===== config.mk =====
export PLATFORM = sky130hd
export DESIGN_NAME = pc_fetch_stage
export DESIGN_NICKNAME = d
export VERILOG_FILES = /design/src/rtl/pc_fetch_stage.sv
export SDC_FILE = /design/constraint.sdc
export NUM_CORES = 1
export LEC_CHECK = 0
export CAP_MARGIN = 20
export CORE_UTILIZATION = 50
export DETAILED_ROUTE_END_ITERATION = 12
export GPL_TIMING_DRIVEN = 0
export HOLD_SLACK_MARGIN = 0.02
export PLACE_DENSITY = 0.88
export SYNTH_ARGS = -nofsm -noshare
export SYNTH_HDL_FRONTEND = slang
export SYNTH_SLANG_ARGS = --single-unit

===== constraint.sdc =====
create_clock -name clk -period 4.5 [get_ports clk]
set_input_delay 0.9 -clock clk [delete_from_list [all_inputs] [get_ports clk]]
set_output_delay 0.9 -clock clk [all_outputs]
set_load 0.05 [all_outputs]

===== src/rtl/pc_fetch_stage.sv =====
// rtl/pc_fetch_stage.sv - instruction-fetch stage: PC register, imem request, one-entry skid buffer, IF/ID register
module pc_fetch_stage #(
    parameter logic [7:0]  RESET_PC  = 8'h00,
    parameter logic [31:0] NOP_INSTR = 32'h0000_0013
) (
    input  logic        clk,
    input  logic        rst_n,
    input  logic [7:0]  next_pc,
    output logic [7:0]  pc,
    output logic        imem_req,
    output logic [7:0]  imem_addr,
    input  logic        imem_ready,
    input  logic [31:0] imem_rdata,
    input  logic        stall,
    input  logic        flush,
    input  logic [7:0]  redirect_pc,
    output logic        ifid_valid,
    output logic [7:0]  ifid_pc,
    output logic [31:0] ifid_instr
);

    typedef enum logic {
        REQ  = 1'b0,
        HOLD = 1'b1
    } state_t;

    // Every PC load is word aligned, whatever the source.
    localparam logic [7:0] ALIGN_MASK       = 8'hFC;
    localparam logic [7:0] RESET_PC_ALIGNED = RESET_PC & ALIGN_MASK;

    state_t      state;
    state_t      state_next;

    logic [7:0]  pc_next;
    logic        ifid_valid_next;
    logic [7:0]  ifid_pc_next;
    logic [31:0] ifid_instr_next;

    // Skid buffer: only meaningful while in HOLD, so no separate valid bit.
    logic [7:0]  skid_pc;
    logic [31:0] skid_instr;
    logic [7:0]  skid_pc_next;
    logic [31:0] skid_instr_next;

    logic        can_load;
    logic        consumed;

    assign can_load = !ifid_valid || !stall;
    assign consumed = ifid_valid && !stall;

    // State register.
    always_ff @(posedge clk) begin
        if (!rst_n) begin
            state <= REQ;
        end else begin
            state <= state_next;
        end
    end

    // Next-state, datapath next values and fetch request; flush overrides everything.
    always_comb begin
        state_next      = state;
        pc_next         = pc;
        ifid_valid_next = ifid_valid;
        ifid_pc_next    = ifid_pc;
        ifid_instr_next = ifid_instr;
        skid_pc_next    = skid_pc;
        skid_instr_next = skid_instr;
        imem_req        = (state == REQ);
        imem_addr       = pc;

        // A consumed entry empties the slot unless something below refills it.
        if (consumed) begin
            ifid_valid_next = 1'b0;
            ifid_instr_next = NOP_INSTR;
        end

        unique case (state)
            REQ: begin
                if (imem_ready) begin
                    pc_next = next_pc & ALIGN_MASK;
                    if (can_load) begin
                        ifid_valid_next = 1'b1;
                        ifid_pc_next    = pc;
                        ifid_instr_next = imem_rdata;
                    end else begin
                        skid_pc_next    = pc;
                        skid_instr_next = imem_rdata;
                        state_next      = HOLD;
                    end
                end
            end
            HOLD: begin
                if (can_load) begin
                    ifid_valid_next = 1'b1;
                    ifid_pc_next    = skid_pc;
                    ifid_instr_next = skid_instr;
                    state_next      = REQ;
                end
            end
            default: begin
                state_next = REQ;
            end
        endcase

        // Taken branch: drop the slot, the buffer and any word returned this cycle.
        if (flush) begin
            state_next      = REQ;
            pc_next         = redirect_pc & ALIGN_MASK;
            ifid_valid_next = 1'b0;
            ifid_pc_next    = 8'h00;
            ifid_instr_next = NOP_INSTR;
            skid_pc_next    = 8'h00;
            skid_instr_next = NOP_INSTR;
        end
    end

    // PC, IF/ID and skid buffer registers.
    always_ff @(posedge clk) begin
        if (!rst_n) begin
            pc         <= RESET_PC_ALIGNED;
            ifid_valid <= 1'b0;
            ifid_pc    <= 8'h00;
            ifid_instr <= NOP_INSTR;
            skid_pc    <= 8'h00;
            skid_instr <= NOP_INSTR;
        end else begin
            pc         <= pc_next;
            ifid_valid <= ifid_valid_next;
            ifid_pc    <= ifid_pc_next;
            ifid_instr <= ifid_instr_next;
            skid_pc    <= skid_pc_next;
            skid_instr <= skid_instr_next;
        end
    end

endmodule


==> results.md <==
* Period utilization at between 70% and 80%
* Clock sink count at 84
* Final setup TNS at 0 ps
* Die Height at roughly 90 µm
* EDFF count, synth at 0
* Initial antenna violation count at 0
* Drt pass-1 iters at 5
* Clock Path Buffers at 2
* Crit Path Category: register to primary output
* GRT Overall Usage at 26.9%
* Max_slew headroom at a little over half
* Hold Path Origin: skid_pc[5]
* TritonCTS buffer count at 9
* Avg WL per Cell at between 15 and 20 µm
* Final instance area at 5230 µm²
* Power density over cell area at 330 nW/µm²
* FMAX at approximately 310 MHz
* Final Hold Fails at 0
* Worst-path fanout max at 10
* Leak at roughly 1.7 nW
* Antenna viol nets, final at 0
* Clk root buf: clkbuf_8
* Io pins at 111
* Count of cell types in the netlist at 31
* Starting density of the core at about 52%
* Vias in the first global route at 3600
* Layout cells sized above 1 at 10.2%
* Final Routed Wirelength at just over 10000 µm
* Antenna cells at 0
* Die area at 8030 µm²
* Skew-Pair Late Insertion Delay at between 300 and 400 ps
* Skew final at roughly 11 ps
* Post_cts resized at 0
* RR Startpoint: ifid_valid
* Hold/Removal Path Class: register to register
* FP Rows at 31
* VDD IR max at 0.174 mV
* HPWL after DPL at approximately 7300 µm
* Most common cell after layout, fill and taps aside: clkdlybuf4s50_1
* Dpl cell area at roughly 5000 µm²
* Setup bufs post-CTS at 0
* Reg-to-reg endpoint: skid_instr[26]
* Slew @ Worst Pin at approximately 700 ps
* Nets at ~600
* Warnings from Yosys at 0
* # port buffers at 100
* Area contributors post-synth: dfxtp_1 (44%), mux2i_1 (11%), a21oi_1 (8.9%)
* WHS Endpoint: skid_pc[5]
* Die width at approximately 90 µm
* Status: finished, final reports clean
* FILL cells at roughly 560
* CTS tree: yes
* Pin count of the biggest net entering global routing at 15
* Final Wtd Congestion at between 0.7 and 0.8
* First-pass GRT wire length at around 17000 µm
* Vias at about 3700
* Hold Path Stages at 2
* Syn-to-layout area delta at 36.3%
* CP Launch Type: register
* Most frequent cells in the layout: clkdlybuf4s50_1 (100), dfxtp_1 (84), nand2_1 (74)
* Netlist Area Pre-Place at 3840 µm²
* Sequential area share after synthesis at ~44%
* Ys flop type: dfxtp_1
* Reg2Reg Setup Slack at roughly 2800 ps
* Top-area cell type share of the netlist area at a little over two fifths
* Cell taking the most area after synthesis: dfxtp_1
* Initial DRC count at roughly 250
* Max-Cap Viols at 0
* RSZ-0062 raised after global routing: no
* H-tree levels at 3
* Syn avg cell area at 8.92 µm²
* DRC viols at 0
* Register bit count reported by yosys at 84
* Vias per cell at approximately 5.6
* Core area at 7330 µm²
* Tot Pwr at approximately 1.7 mW
* Post-Syn Instances at 430
* Cts hold-fix bufs at 0
* Final setup viols at 0
* Arr. time, crit path at ~2300 ps
* Grt ovf at 0
* Crit path launch: state
* Max Slew Vio Count at 0
* R2R depth at 5
* Critical Path RT at 3600 ps
* Post-layout minimum cycle time at around 3200 ps
* CP endpoint kind: primary output
* Reg clk slew, reported paths at about 80 ps
* Post-synth ARST share at 0%
metal layers:
metal  part of all wire, %  GRT usage, %
met5                     0             0
met4                   1.6          11.3
met3                   7.2          5.58
met2                    49          46.8
met1                    42          32.3
state kept, by name, summed over array words and instances, names as in the netlist:
signal	cells
ifid_valid	1
skid_pc	6
skid_instr	32
state	1
ifid_pc	6
ifid_instr	32
imem_addr	6
cells in the mapped netlist, types with 6 or more instances:
cell,count
mux2i_1,41
nand2_1,74
buf_4,12
nor2_1,8
dfxtp_1,84
a221oi_1,18
a221oi_2,11
a21oi_1,68
clkbuf_1,22
o21ai_0,34
buf_2,12
a211oi_1,6
o311a_1,6
cell families after synthesis:
| family | synth area share (%) |
|---|---|
| AO/OA/AOI/OAI | 27.1 |
| AND/OR/NAND/NOR | 9.30 |
| flip-flops | 43.8 |
| buffers and inverters | 8.12 |
| multiplexers | 11.6 |
| other | 0.0978 |
worst max path at each step:
stage                          end  slack, ps  cells past startpoint
final                     imem_req       1300                      4
after global routing      imem_req       1160                      4
after CTS                 imem_req       1310                      4
after detailed placement  imem_req       1690                      4
after global placement    imem_req       1720                      4
after floorplan           imem_req       2380                      3
area by class of cell:
| class | count | area, µm² | share of cell area [%] |
|---|---|---|---|
| clock inverters | 6 | 111 | 2.13 |
| multi-input cells | 294 | 1860 | 35.6 |
| plain buffers | 53 | 297 | 5.67 |
| inverters | 4 | 15.0 | 0.287 |
| clock buffers | 10 | 138 | 2.63 |
| repair buffers | 100 | 1000 | 19.1 |
| flip-flops and latches | 84 | 1680 | 32.2 |
| well taps | 99 | 124 | 2.37 |
critical path, cell delays in order (launching register included):
cell,delay (ps)
dfxtp_1,380
buf_2,230
buf_1,530
inv_1,80
clkdlybuf4s50_1,720
per-stage QoR:
| step | utilization (%) | worst slack [ps] | cells | hold WS [ps] |
|---|---|---|---|---|
| 5_1_grt | 71.3 | 1160 | 650 | 480 |
| 4_1_cts | 71.3 | 1310 | 650 | 458 |
| 2_1_floorplan | - | 2380 | 435 | 436 |
| 3_3_place_gp | 67.9 | 1720 | 634 | 441 |
| 6_report | 71.3 | 1300 | 650 | 458 |
| 3_5_place_dp | 67.9 | 1690 | 634 | 446 |
power by group:
part	internal [mW]	switching, mW
Sequential	0.761	0.0166
Combinational	0.116	0.172
Clock	0.384	0.277
Total	1.26	0.466
Note: power is estimated with default switching activity, not from simulation.
